==> config.mk <==
export PLATFORM = sky130hd
export DESIGN_NAME = shift_sequencer
export DESIGN_NICKNAME = d
export VERILOG_FILES = /design/src/rtl/alu_pkg.sv /design/src/rtl/shift_1_bit.sv /design/src/rtl/shift_sequencer.sv
export SDC_FILE = /design/constraint.sdc
export NUM_CORES = 1
export LEC_CHECK = 0
export CORE_UTILIZATION = 48
export DETAILED_ROUTE_END_ITERATION = 10
export PLACE_DENSITY = 0.94
export SLEW_MARGIN = 20
export SYNTH_ARGS = -nofsm -noshare
export SYNTH_HDL_FRONTEND = slang
export SYNTH_SLANG_ARGS = --single-unit
==> constraint.sdc <==
create_clock -name clk -period 3 [get_ports clk]
set_input_delay 0.6 -clock clk [delete_from_list [all_inputs] [get_ports clk]]
set_output_delay 0.6 -clock clk [all_outputs]
set_load 0.01 [all_outputs]
==> src/rtl/alu_pkg.sv <==
// Shared ALU datapath types: shifter FSM states and shift-direction encodings.
package alu_pkg;

  typedef enum logic [1:0] {
    IDLE,
    SHIFT,
    DONE
  } shift_state_t;

  localparam logic SHIFT_RIGHT = 1'b0;
  localparam logic SHIFT_LEFT  = 1'b1;

endpackage

==> src/rtl/shift_1_bit.sv <==
// Single-position logical shifter (zero fill); direction selects left or right.
module shift_1_bit
  import alu_pkg::*;
#(
  parameter int N = 8
) (
  input  logic [N-1:0] a,
  input  logic         d,
  output logic [N-1:0] y
);

  // Left moves bits toward the MSB, right toward the LSB; the vacated bit is 0.
  always_comb begin
    y = '0;
    if (d == SHIFT_LEFT) begin
      y = {a[N-2:0], 1'b0};
    end else begin
      y = {1'b0, a[N-1:1]};
    end
  end

endmodule

==> src/rtl/shift_sequencer.sv <==
// Multi-cycle logical shifter: latches an operand, then shifts one bit per clock
// through a single shift_1_bit stage until the requested amount is consumed.
//
// Handshake: start is a request sampled on the rising edge and is accepted only in
// IDLE or DONE (never in SHIFT, where it is dropped without queueing). busy is high
// for every SHIFT cycle. done is a one-cycle pulse marking y as valid; y then holds
// until the next accepted start. All outputs come straight from registers.
module shift_sequencer
  import alu_pkg::*;
#(
  parameter int N  = 8,
  parameter int SW = $clog2(N) + 1
) (
  input  logic          clk,
  input  logic          rst,
  input  logic          start,
  input  logic [N-1:0]  a,
  input  logic [SW-1:0] shamt,
  input  logic          d,
  output logic          busy,
  output logic          done,
  output logic [N-1:0]  y
);

  localparam logic [SW-1:0] N_AMT = SW'(N);

  shift_state_t  state, state_next;
  logic [SW-1:0] count, count_next;
  logic          dir, dir_next;
  logic [N-1:0]  sh_reg, sh_next;
  logic [N-1:0]  shifted;
  logic [SW-1:0] load_count;

  // Amounts beyond the operand width saturate: N shifts already clear everything.
  assign load_count = (shamt > N_AMT) ? N_AMT : shamt;

  shift_1_bit #(.N(N)) u_shift (
    .a (sh_reg),
    .d (dir),
    .y (shifted)
  );

  // Next-state logic: accept requests in IDLE/DONE, step the shifter in SHIFT.
  always_comb begin
    state_next = state;
    count_next = count;
    dir_next   = dir;
    sh_next    = sh_reg;
    case (state)
      IDLE, DONE: begin
        state_next = IDLE;
        if (start) begin
          sh_next    = a;
          dir_next   = d;
          count_next = load_count;
          state_next = (load_count == '0) ? DONE : SHIFT;
        end
      end
      SHIFT: begin
        sh_next    = shifted;
        count_next = count - 1'b1;
        if (count == SW'(1)) begin
          state_next = DONE;
        end
      end
      default: state_next = IDLE;
    endcase
  end

  // State, counter, direction and operand registers; reset discards any request.
  always_ff @(posedge clk or posedge rst) begin
    if (rst) begin
      state  <= IDLE;
      count  <= '0;
      dir    <= SHIFT_RIGHT;
      sh_reg <= '0;
    end else begin
      state  <= state_next;
      count  <= count_next;
      dir    <= dir_next;
      sh_reg <= sh_next;
    end
  end

  assign busy = (state == SHIFT);
  assign done = (state == DONE);
  assign y    = sh_reg;

endmodule

## Word level (Yosys, flattened, before mapping)

Index checks and enable logic that the tools add are counted.

| word-level totals | value |
|---|---|
| flip-flop bits (word level) | 15 |
| output and inout port bits | 10 |
| bits of input ports | 16 |

| operators by class | value |
|---|---|
| muxes and demuxes | 10 |
| reduce and logical (&&, ||, !) cells | 6 |
| add/subtract/negate cells | 1 |
| eq/ne operators | 5 |
| magnitude comparators | 1 |

Operator list:

| operator | number |
|---|---|
| $mux W8 | 2 |
| $pmux W8 S2 | 1 |
| $mux W4 | 2 |
| $pmux W4 S2 | 1 |
| $mux W2 | 3 |
| $eq A4 B1 Y1 const B | 1 |
| $gt A4 B4 Y1 const B | 1 |
| $logic_not A4 Y1 | 1 |
| $pmux W2 S2 | 1 |
| $reduce_and A2 Y1 | 2 |
| $sub A4 B1 Y4 const B | 1 |
| $eq A2 B1 Y1 const B | 1 |
| $eq A2 B2 Y1 const B | 1 |
| $logic_not A2 Y1 | 1 |
| $ne A2 B1 Y1 const B | 1 |
| $ne A2 B2 Y1 const B | 1 |
| $reduce_bool A2 Y1 | 1 |
| $reduce_or A2 Y1 | 1 |

## Depth between registers and ports, before layout

| logic depth | value |
|---|---|
| word-level depth | 6 |
| gate-level depth with buffers | 5 |
| gate-level depth less buffers | 5 |

## By module

Synthesis repeated with hierarchy kept, for this count alone.

| second synthesis, totals | value |
|---|---|
| cells, all modules | 91 |
| area, all modules | 882.1 um2 |

By module, submodules not included:

| module | cells each | sequential area each (um2) | area each (um2) | instances |
|---|---|---|---|---|
| shift_sequencer | 82 | 375.4 | 764.5 | 1 |
| shift_1_bit | 9 | 0.0 | 117.6 | 1 |

## Worst setup path before layout

OpenSTA, ideal clock, no wires.

| path | value |
|---|---|
| path type | register to output |
| start | register state[1] |
| end | output busy |
| slack | 1.629 ns |
| cell stages (with the launch flop) | 4 |
| arrival | 0.771 ns |
| path through | dfrtp_1 > nand2b_1 > buf_4 > inv_2 |

| between the ends | value |
|---|---|
| word-level cells in the longest chain between the ends | 1 |

RTL lines:

| element | RTL line | text |
|---|---|---|
| start, declared | shift_sequencer.sv:27 | `shift_state_t state, state_next;` |
| start signal, assigned | shift_sequencer.sv:78 | `state <= state_next;` |
| $eq A2 B1 Y1 | shift_sequencer.sv:85 | `assign busy = (state == SHIFT);` |
| end, declared | shift_sequencer.sv:20 | `output logic busy,` |

No other way between the ends.

## Worst setup path after layout

Ends and elaborated chain as after synthesis.

==> summary.txt <==
Run status
  • Outcome: complete, no violations

Timing
  • RSZ-0062 raised after global routing: no
  • Layout Skew: between 0.003 and 0.004 ns
  • Maximum operating frequency: 0.438 GHz
  • Final cycle utilization of the critical path: 0.761
  • Headroom to the max-slew limit: 0.631
  • Final TNS setup: 0 ns
  • Final Max Tran Viols: 0
  • Post-route minimum period: 2.28 ns
  • Fin. Hold Viols: 0
  • Final number of setup-violating endpoints: 0
  • Pin slew with the least headroom to its limit: 0.554 ns

Clock network
  • Clock tree root buffer cell: sky130_fd_sc_hd__clkbuf_4
  • Hold-fix buffers at CTS: 0
  • Maximum number of buffers from clock root to sink: 2
  • Total number of clock tree sinks: 15
  • Deepest level of the CTS H-tree: 1
  • CTS resizes: 0
  • Reg clk slew, reported paths: 0.09 ns
  • Inserted Clock Buffers: 3
  • Count of buffers added by post-CTS timing repair for setup: 0
  • Worst skew pair latency: around 0.28 ns
  • TritonCTS clock tree: built

Synth
  • Yosys warns: 0
  • Sequential cell area fraction in the yosys report: 0.459
  • Total of flip-flops plus latches after synthesis: 15
  • Post-synth net total: approximately 110
  • Number of distinct library cells after synthesis: 28
  • Syn Inst Count: 90
  • Post-synthesis instance area: roughly 800 sq um
  • Post-Syn Area per Cell: 9.08 sq um

Floorplan
  • Number of top-level design ports: 26
  • Row count: 14
  • Initial core utilization: 0.530
  • Die ar.: 1870 sq um
  • Die boundary height: 43.3 um
  • Die Width: 43.3 um
  • Core region area: roughly 1500 sq um

Detailed routing
  • Via Count: between 700 and 800
  • Wire length after detailed routing: 1790 um
  • Average vias per placed instance: 5.75
  • Number of iterations in the first detailed-routing pass: 4
  • Number of DRC markers in iteration 0: 21
  • Post-route antenna net violation count: 0
  • Per-cell routed wire length: 13.6 um
  • Post-route DRC: 0

Finish
  • Number of standard cells in the final layout excluding fillers: 131
  • Most common cell after layout, fill and taps aside: sky130_fd_sc_hd__clkdlybuf4s50_1
  • Number of fillers in the final layout: 120
  • Final antenna diode count: 0
  • Area growth from synthesis to layout: 33.7%
  • Fraction of final layout cells with drive strength greater than 1: 0.0609
  • Commonest cells after routing, fill and taps aside: 25 x sky130_fd_sc_hd__clkdlybuf4s50_1, 18 x sky130_fd_sc_hd__nand2_1, 15 x sky130_fd_sc_hd__dfrtp_1
  • NumNets Final: 134

Place
  • Total half-perimeter wirelength after legalization and detailed placement: 1290 um
  • Number of cells in the design after placement: 127
  • Final weighted congestion in routability-driven placement: 0.841
  • Number of input and output port buffers inserted: 25

Global routing
  • Via count of the first global-routing pass: 661
  • Wire length of the first global-routing pass: 2900 um
  • Largest net degree at the start of global routing: 21
  • Antenna violations before repair: 0
  • Overall routing resource usage: 0.208
  • Residual overflow from global routing: 0

Setup path
  • Required arrival time at the worst endpoint: 2.40 ns
  • Data arrival at the endpoint of the critical path: about 1.7 ns
  • Kind of start point of the critical path: register
  • Reg-to-reg critical path startpoint: state[0]
  • Element type at the critical path end: primary output
  • Start-to-end type of the worst setup path: register to primary output
  • Worst setup path start: state[1]
  • Maximum fanout along the worst path: 20

Hold path
  • Launch point of the worst hold path: count[2]
  • Class of the worst hold path: register to register

Flow run
  • Max-cap violations: 0

Pwr
  • Worst voltage drop across the vdd grid: approximately 0.00054 V
  • Ratio of total power to cell area: slightly above 1000 nW/um^2
  • LEAKAGE: approximately 0.45 nW
## layer usage
layer  vias up  share of wire  track usage
li1        371              -            -
met5         -              0            0
met4         0          0.019       0.0909
met3         7          0.054       0.0255
met1       342           0.47        0.306
met2        33           0.45        0.304
## power breakdown
part	switching, mW	total, mW	internal, mW
sequential	0.106	0.413	0.307
clock	0.0623	0.114	0.0516
combinational	0.282	0.578	0.297
## state kept, by name, summed over array words and instances (netlist names)
| signal | count |
|---|---|
| count | 4 |
| state | 2 |
| dir | 1 |
| y | 8 |
## worst max-delay path, stage by stage (launching register included)
cell and delay, ns:
sky130_fd_sc_hd__dfrtp_1 0.40, sky130_fd_sc_hd__nand2b_1 0.15, sky130_fd_sc_hd__buf_4 0.20, sky130_fd_sc_hd__inv_2 0.11, sky130_fd_sc_hd__clkdlybuf4s50_1 0.54
## final cells by class
type	count	area, sq um	area share
repair buffers	26	258	0.236
flip-flops and latches	15	375	0.344
multi-input cells	64	390	0.357
inverters	6	22.5	0.0206
clock buffers	4	26.3	0.0241
well taps	16	20.0	0.0183
## logic make-up after synthesis
family / synth area share
AO/OA/AOI/OAI: 0.213
flip-flops: 0.459
adder cells (fa/ha/maj): 0.0306
AND/OR/NAND/NOR: 0.234
buffers and inverters: 0.0628
## through the flow
stage               utilization  power (mW)  setup WS [ns]  hold slack (ns)  cell area, sq um
floorplan                     -       0.772           1.63            0.501               817
global placement          0.692       0.970           1.06            0.540              1070
detailed placement        0.692       0.989           1.02            0.555              1070
CTS                       0.709        1.11          0.721            0.569              1090
global route              0.709        1.19          0.623            0.584              1090
finish                    0.709        1.11          0.716            0.567              1090
## Yosys cell counts
| master | instances | area [sq um] |
|---|---|---|
| sky130_fd_sc_hd__buf_4 | 2 | 15.0 |
| sky130_fd_sc_hd__a21oi_1 | 4 | 20.0 |
| sky130_fd_sc_hd__ha_1 | 2 | 25.0 |
| sky130_fd_sc_hd__and3_1 | 1 | 6.26 |
| sky130_fd_sc_hd__inv_2 | 1 | 3.75 |
| sky130_fd_sc_hd__nor4_1 | 1 | 6.26 |
| sky130_fd_sc_hd__o311ai_1 | 1 | 8.76 |
| sky130_fd_sc_hd__dfrtp_1 | 15 | 375 |
| sky130_fd_sc_hd__o31ai_1 | 1 | 7.51 |
| sky130_fd_sc_hd__a211oi_1 | 8 | 60.1 |
| sky130_fd_sc_hd__nand2_1 | 18 | 67.6 |
| sky130_fd_sc_hd__nor3b_1 | 2 | 15.0 |
| sky130_fd_sc_hd__and2_1 | 4 | 25.0 |
| sky130_fd_sc_hd__o22ai_1 | 1 | 6.26 |
| sky130_fd_sc_hd__a22o_1 | 1 | 8.76 |
| sky130_fd_sc_hd__inv_1 | 5 | 18.8 |
| sky130_fd_sc_hd__nor4bb_1 | 1 | 10.0 |
| sky130_fd_sc_hd__nor3b_2 | 1 | 12.5 |
| sky130_fd_sc_hd__nor2b_1 | 3 | 18.8 |
| sky130_fd_sc_hd__clkbuf_1 | 1 | 3.75 |
| sky130_fd_sc_hd__a31oi_1 | 8 | 50.1 |
| sky130_fd_sc_hd__o211ai_1 | 1 | 7.51 |
| sky130_fd_sc_hd__nor3_1 | 1 | 5.00 |
| sky130_fd_sc_hd__nor2b_2 | 1 | 8.76 |
| sky130_fd_sc_hd__buf_2 | 2 | 10.0 |
| sky130_fd_sc_hd__nor2_1 | 1 | 3.75 |
| sky130_fd_sc_hd__o21ai_0 | 1 | 5.00 |
| sky130_fd_sc_hd__nand2b_1 | 2 | 12.5 |
## final timing paths
| kind | to | slack, ns | cells past startpoint |
|---|---|---|---|
| hold / removal | count[2] | 0.57 | 1 |
| hold reg to reg | count[2] | 0.57 | 1 |
| min in group asynchronous | count[1] | 0.66 | 2 |
| setup reg to reg | count[1] | 1.67 | 3 |
| setup / recovery | busy | 0.72 | 4 |
| max in group asynchronous | y[6] | 1.98 | 2 |
Power figures use the tool's default switching activity.
